`src/rtl/fetch_ctrl.sv`:
```
// Instruction-fetch controller: requests words from instruction memory at the PC and
// hands them to decode. Define FETCH_PERF_CNT_EN to add the stall_cnt output.
module fetch_ctrl (
  input  logic        clk,
  input  logic        rst,
  input  logic [31:0] pc_out,
  output logic        en_pc,
  output logic [31:0] pc_in,
  output logic        imem_req,
  output logic [31:0] imem_addr,
  input  logic        imem_ack,
  input  logic [31:0] imem_rdata,
  output logic        if_valid,
  output logic [31:0] if_instr,
  output logic [31:0] if_pc,
`ifdef FETCH_PERF_CNT_EN
  output logic [31:0] stall_cnt,
`endif
  input  logic        id_ready,
  input  logic        redirect,
  input  logic [31:0] redirect_pc
);

  typedef enum logic [1:0] {IDLE, REQ, HOLD, DROP} state_e;

  state_e      state_q, state_d;
  logic        if_valid_q, if_valid_d;
  logic [31:0] if_instr_q, if_instr_d;
  logic [31:0] if_pc_q, if_pc_d;
  logic [31:0] pend_pc_q, pend_pc_d;

  // NOTE: sequential state uses non-blocking assignments so every flop samples pre-edge values.
  always_ff @(posedge clk) begin
    if (rst) begin
      state_q <= IDLE;
    end else begin
      state_q <= state_d;
    end
  end

  always_ff @(posedge clk) begin
    if (rst) begin
      if_valid_q <= 1'b0;
      if_instr_q <= '0;
      if_pc_q    <= '0;
      pend_pc_q  <= '0;
    end else begin
      if_valid_q <= if_valid_d;
      if_instr_q <= if_instr_d;
      if_pc_q    <= if_pc_d;
      pend_pc_q  <= pend_pc_d;
    end
  end

  // NOTE: every signal written here gets a default first, so no latches are inferred.
  always_comb begin
    state_d    = state_q;
    if_valid_d = if_valid_q;
    if_instr_d = if_instr_q;
    if_pc_d    = if_pc_q;
    pend_pc_d  = pend_pc_q;
    unique case (state_q)
      IDLE: state_d = REQ;
      REQ: begin
        if (imem_ack) begin
          if (!redirect) begin
            if_valid_d = 1'b1;
            if_instr_d = imem_rdata;
            if_pc_d    = pc_out;
            state_d    = HOLD;
          end
        end else if (redirect) begin
          pend_pc_d = redirect_pc;
          state_d   = DROP;
        end
      end
      HOLD: begin
        if (redirect || id_ready) begin
          if_valid_d = 1'b0;
          state_d    = REQ;
        end
      end
      DROP: begin
        // The in-flight word belongs to the old path; wait it out, keeping the latest target.
        if (imem_ack) begin
          state_d = REQ;
        end else if (redirect) begin
          pend_pc_d = redirect_pc;
        end
      end
      default: state_d = IDLE;
    endcase
  end

  always_comb begin
    en_pc    = 1'b0;
    pc_in    = pc_out + 32'd1;
    imem_req = 1'b0;
    if (!rst) begin
      unique case (state_q)
        IDLE: begin
          if (redirect) begin
            en_pc = 1'b1;
            pc_in = redirect_pc;
          end
        end
        REQ: begin
          imem_req = 1'b1;
          if (imem_ack) begin
            en_pc = 1'b1;
            if (redirect) pc_in = redirect_pc;
          end
        end
        HOLD: begin
          if (redirect) begin
            en_pc = 1'b1;
            pc_in = redirect_pc;
          end
        end
        DROP: begin
          imem_req = 1'b1;
          if (imem_ack) begin
            en_pc = 1'b1;
            pc_in = redirect ? redirect_pc : pend_pc_q;
          end
        end
        default: ;
      endcase
    end
  end

  assign imem_addr = pc_out;
  assign if_valid  = if_valid_q;
  assign if_instr  = if_instr_q;
  assign if_pc     = if_pc_q;

`ifdef FETCH_PERF_CNT_EN
  logic [31:0] stall_cnt_q, stall_cnt_d;

  always_comb begin
    stall_cnt_d = stall_cnt_q;
    if ((imem_req && !imem_ack) || (state_q == HOLD && !id_ready)) begin
      stall_cnt_d = stall_cnt_q + 32'd1;
    end
  end

  always_ff @(posedge clk) begin
    if (rst) begin
      stall_cnt_q <= '0;
    end else begin
      stall_cnt_q <= stall_cnt_d;
    end
  end

  assign stall_cnt = stall_cnt_q;
`endif

endmodule

```
`config.mk`:
```
export PLATFORM = sky130hd
export DESIGN_NAME = fetch_ctrl
export DESIGN_NICKNAME = d
export VERILOG_FILES = /design/src/rtl/fetch_ctrl.sv
export SDC_FILE = /design/constraint.sdc
export NUM_CORES = 1
export LEC_CHECK = 0
export BUFFER_PORTS_ARGS = -buffer_cell sky130_fd_sc_hd__buf_2
export CAP_MARGIN = 5
export CORE_ASPECT_RATIO = 1.2
export CORE_MARGIN = 4
export CORE_UTILIZATION = 50
export DETAILED_ROUTE_END_ITERATION = 8
export PLACE_DENSITY_LB_ADDON = 0.2
export SLEW_MARGIN = 20
export SYNTH_ARGS = -nofsm -noshare
export SYNTH_HDL_FRONTEND = slang
export SYNTH_SLANG_ARGS = --single-unit
```
`constraint.sdc`:
```
create_clock -name clk -period 4.15 [get_ports clk]
set_input_delay 0.2075 -clock clk [delete_from_list [all_inputs] [get_ports clk]]
set_output_delay 0.2075 -clock clk [all_outputs]
set_load 0.01 [all_outputs]
```
==> Word-level counts from Yosys, hierarchy flattened <==
Index checks and enable logic that the tools add are counted.
{ "totals": {"register_bits": 99, "input_bits": 101, "out_inout_bits": 131, "wordCells": 48} }
{ "op_classes": {"add_sub_neg": 1, "n_eq_ne": 9, "muxes": 22, "bitwise_logic": 2, "n_reduce_logical": 9} }
{ "op_table": {"columns": ["op", "count"], "rows": [
  ["32-bit two-way mux", 5],
  ["32-bit case mux with 3 select lines", 1],
  ["32-bit by 1-bit adder with 32-bit output (second input constant)", 1],
  ["2-bit two-way mux", 5],
  ["1-bit two-way mux", 8],
  ["2-bit inequality test (second input constant)", 4],
  ["2-bit case mux with 4 select lines", 1],
  ["4-bit AND reduction", 2],
  ["3-bit inequality test (second input constant)", 2],
  ["2-bit == test (second input constant)", 2],
  ["1-bit case mux with 2 select lines", 2],
  ["2-bit OR reduction", 2],
  ["3-bit AND reduction", 1],
  ["2-bit by 1-bit == test with 1-bit output (second input constant)", 1],
  ["2-bit zero test", 1],
  ["1-bit NOT", 2],
  ["2-bit AND reduction", 1],
  ["2-bit nonzero test", 1],
  ["1-bit logical OR", 1]
]} }

==> Depth between registers and ports, before layout <==
{ "logic_depth": {"ltp_word": 5, "ltp_mapped": 7, "depth_no_buf": 5} }

==> Worst setup path before layout <==
OpenSTA, ideal clock, no wires.
{ "synth_timing": {"path_kind": "in2out", "start": "input port pc_out[17]", "end": "output port pc_in[28]", "arrival_time_ns": 1.611, "setup_slack_ns": 2.331, "path_stages": 5, "path_buffers": 1, "path_cell_list": "nand4_4 -> or4_4 -> buf_6 -> o311a_1 -> a221o_1"} }
{ "synth_between": {"elab_chain_len": 5, "word_cells_on_any_way": 6, "classes_between": "add/sub: 1; mux: 5"} }
{ "synth_rtl": {"columns": ["item", "line_no", "rtl"], "rows": [
  ["start: declaration", "6", "input logic [31:0] pc_out,"],
  ["32-bit by 1-bit adder with 32-bit output *", "97", "pc_in = pc_out + 32'd1;"],
  ["32-bit two-way mux", "102, 111, 115", null],
  ["32-bit two-way mux", "109", "if (imem_ack) begin"],
  ["32-bit case mux with 3 select lines", "100", "unique case (state_q)"],
  ["32-bit two-way mux *", "99", "if (!rst) begin"],
  ["end: declaration", "8", "output logic [31:0] pc_in,"]
]} }
Every way passes the cells marked *; elsewhere a longest branch is shown, timed or not.

==> Worst setup path in the final report <==
{ "layout_timing": {"start": "register state_q[0]", "end": "output port pc_in[18]"} }
{ "layout_between": {"elab_chain_len": 4, "word_cells_on_any_way": 7, "classes_between": "eq/ne: 3; mux: 2; reduce/logical: 2"} }
{ "layout_rtl": {"columns": ["item", "line_no", "rtl"], "rows": [
  ["start: declaration", "26", "state_e state_q, state_d;"],
  ["start signal: assignment", "37", "state_q <= state_d;"],
  ["2-bit == test / 2-bit zero test (equally long branches)", "100", null],
  ["2-bit OR reduction (no line)", null, null],
  ["32-bit case mux with 3 select lines *", "100", null],
  ["32-bit two-way mux *", "99", null]
]} }
Marked as above.

==> flow_summary_export.csv <==
group,metric,value,unit
pwr,power.share.clock,37.4,%
cells_and_area,drive_gt1_share,30.7,%
routing,drt_iter0_markers,404,
critical_path,worstSetupPathType,"flop to primary output",
synthesis,syn_nets,795,
clock_tree,cts_htree_levels,3,
clock_tree,cts_tree,"yes",
routing,detail_route.vias_per_cell,5.66,
global_route,grt-ovfl-total,0,
sta,setup_viol,0,
sta,timing.fmax,344,MHz
global_route,grt_pass1_wl,25.1,mm
cells_and_area,area_growth,23.3,%
clock_tree,cts.sinks,99,
routing,m1WireLength,6.49,mm
synthesis,syn_area_per_cell,7.40,µm²
synthesis,synth-seq-cells,99,
floorplan,rows,40,
pwr,pwr-share-comb,17.4,%
worst_hold_path,hp-class,"primary input to flop",
routing,route.met2.wl,7.76,mm
floorplan,initial_core_util,51.3,%
placement,gp_congestion,0.887,
routing,wirelength,16.1,mm
clock_tree,cts_setup_buffers,0,
cells_and_area,final_cell_mix,"buf_2 (230), nand2_1 (212), dfxtp_1 (99)",
critical_path,crit_chain,"nand2b_1 -> and3_1 -> or4_2 -> o211ai_1 -> buf_2",
routing,dr.pass1.iters,7,
sta,hold_viol_final,0,
sta,worst_slack,1240,ps
pwr,netSwitchingFraction,29.5,%
critical_path,cp_num_buf_inv,1,
pwr,intPower,1.56,mW
routing,drc,0,
critical_path,cp_slowest_stage_delay,760,ps
synthesis,synthCells,693,
synthesis,synth_edf_count,0,
synthesis,synth_top_area_cell,"dfxtp_1",
placement,portBuffers,231,
floorplan,fp.dieW,100,µm
clock_tree,cts_resized,0,
synthesis,ys_top_cells_by_area,"dfxtp_1 (39%), nand2_1 (16%), a21oi_1 (9.6%)",
synthesis,ys_warn_count,0,
sta,max_slew.worst_pin.slew,1050,ps
critical_path,slowest_stage,"or4_2",
pwr,power.leakage,2.63,nW
status,status,"finished clean",
sta,grt_setup_unrepaired,"false",
pwr,p_seq_share,45.2,%
sta,fin_tns_setup,0,ps
critical_path,critPathArrivalTime,2700,ps
global_route,first_global_vias,5112,
sta,slew_headroom,29.8,%
routing,top_layer,"met4",
floorplan,fp.dieH,119,µm
cells_and_area,num-fill-cells,966,
run,cap_violations,0,
sta,slew_viol_final,0,
pwr,power_density,350,mW/mm²
pwr,ir_drop,0.255,mV
global_route,grt_start_max_net_pins,103,
clock_tree,path_clk_slew,80,ps
floorplan,core,0.0100,mm²
synthesis,ys_types,50,
sta,finalCritPeriodShare,70.1,%
synthesis,synth_top_area_share,38.6,%
synthesis,synth.cell_area,0.00513,mm²
pwr,switchingPower,653,µW
clock_tree,clk_path_buf_depth,2,
synthesis,seq_area_frac_synth,38.6,%
critical_path,worstPathRequired,3940,ps
cells_and_area,final_common_cell,"buf_2",
global_route,antenna_found_initial,1,
placement,pre_cts_ws,1500,ps
critical_path,path_max_fanout,24,
cells_and_area,fin_nets,959,
critical_path,crit_path_end_kind,"primary output",
routing,wire_per_inst,16.3,µm
clock_tree,root_buffer,"clkbuf_16",
routing,antenna_left,0,
placement,dpl.hpwl,11.5,mm
sta,finClkSkew,7.76,ps
synthesis,synth_ff_type,"dfxtp_1",
global_route,grt.total_usage,26.0,%
clock_tree,clk_latency,350,ps
clock_tree,cts_inserted_buffers,9,
routing,dr_wl_met3,1.51,mm
floorplan,io_pins,232,
synthesis,async_reset_ff_share,0,%
sta,fin_crit,2910,ps
critical_path,cp_top_family,"simple AND/OR/NAND/NOR gates",
critical_path,crit_path_start_kind,"flop",
floorplan,dieArea,0.0120,mm²
routing,vias,5596,
clock_tree,cts_hold_buf,0,
[area by class of cell]
type / count / area [µm²] / area share [%]
clock inverters: 7 / 66.3 / 1.05
well taps: 126 / 158 / 2.49
repair buffers: 237 / 1220 / 19.3
clock buffers: 9 / 225 / 3.56
flip-flops and latches: 99 / 1980 / 31.3
inverters: 6 / 22.5 / 0.356
multi-input cells: 504 / 2650 / 41.8
diodes: 1 / 2.50 / 0.0395
[worst paths after layout]
check	start	endpoint	slack, ps	cells past startpoint
worst max-delay path	state_q[0]	pc_in[18]	1240	5
worst min-delay path	imem_rdata[11]	if_instr[11]	90	3
worst max register to register	state_q[0]	pend_pc_q[29]	2160	5
worst min register to register	if_pc[22]	if_pc[22]	450	2
[power groups by stage]
stage | Combinational, mW | Clock [mW] | Sequential (mW)
finish | 0.386 | 0.827 | 0.999
global route | 0.424 | 0.880 | 1.00
CTS | 0.385 | 0.845 | 0.999
detailed placement | 0.384 | 0 | 1.02
global placement | 0.374 | 0 | 1.02
floorplan | 0.217 | 0 | 1.03
[cell families after synthesis]
family | Yosys count | synth area share [%]
buf+inv | 90 | 9.88
flops | 99 | 38.6
fa+ha+maj | 1 | 0.244
compound gates | 186 | 23.0
xor+xnor | 13 | 2.22
simple gates | 304 | 26.0
[through the flow]
stage | power, mW | instances | hold slack (ps) | area (µm²) | utilization (%)
after floorplan | 1.25 | 693 | 343 | 5130 | -
after global placement | 1.39 | 970 | 438 | 5990 | 59.9
after detailed placement | 1.40 | 972 | 444 | 6030 | 60.2
after CTS | 2.23 | 988 | 76.4 | 6320 | 63.1
after global routing | 2.31 | 989 | 82.1 | 6330 | 63.2
final | 2.21 | 989 | 85.3 | 6330 | 63.2
[sequential cells by signal (all words and copies together), names as in the netlist]
register and cells:
if_pc 32, if_valid 1, if_instr 32, state_q 2, pend_pc_q 32
[tightest hold or removal path: stages]
cell and delay, ps:
buf_2 100, nand2_1 40, a21oi_1 50
[metal layers]
metal | vias to the layer above | track usage (%)
met1 | 2575 | 32.4
met4 | 0 | 7.92
met5 | - | 0
li1 | 2721 | -
met2 | 271 | 43.8
met3 | 29 | 6.39
[cells in the mapped netlist, types with 3 or more instances]
| master | n |
|---|---|
| buf_1 | 5 |
| a221o_1 | 4 |
| nand3_1 | 15 |
| nand4_1 | 13 |
| nor3_1 | 11 |
| o311a_2 | 3 |
| o22ai_1 | 15 |
| buf_4 | 32 |
| a22oi_1 | 18 |
| nand2_1 | 213 |
| buf_6 | 3 |
| a21oi_1 | 98 |
| xnor2_1 | 7 |
| nor2_1 | 19 |
| nor4_1 | 3 |
| a22o_1 | 11 |
| a32oi_1 | 7 |
| nor2b_1 | 4 |
| inv_1 | 6 |
| dfxtp_1 | 99 |
| clkbuf_1 | 40 |
| and4_1 | 4 |
| o21ai_0 | 3 |
| or3_1 | 4 |
| xor2_1 | 6 |
| o211ai_1 | 18 |
(Power assumes the default switching activity.)
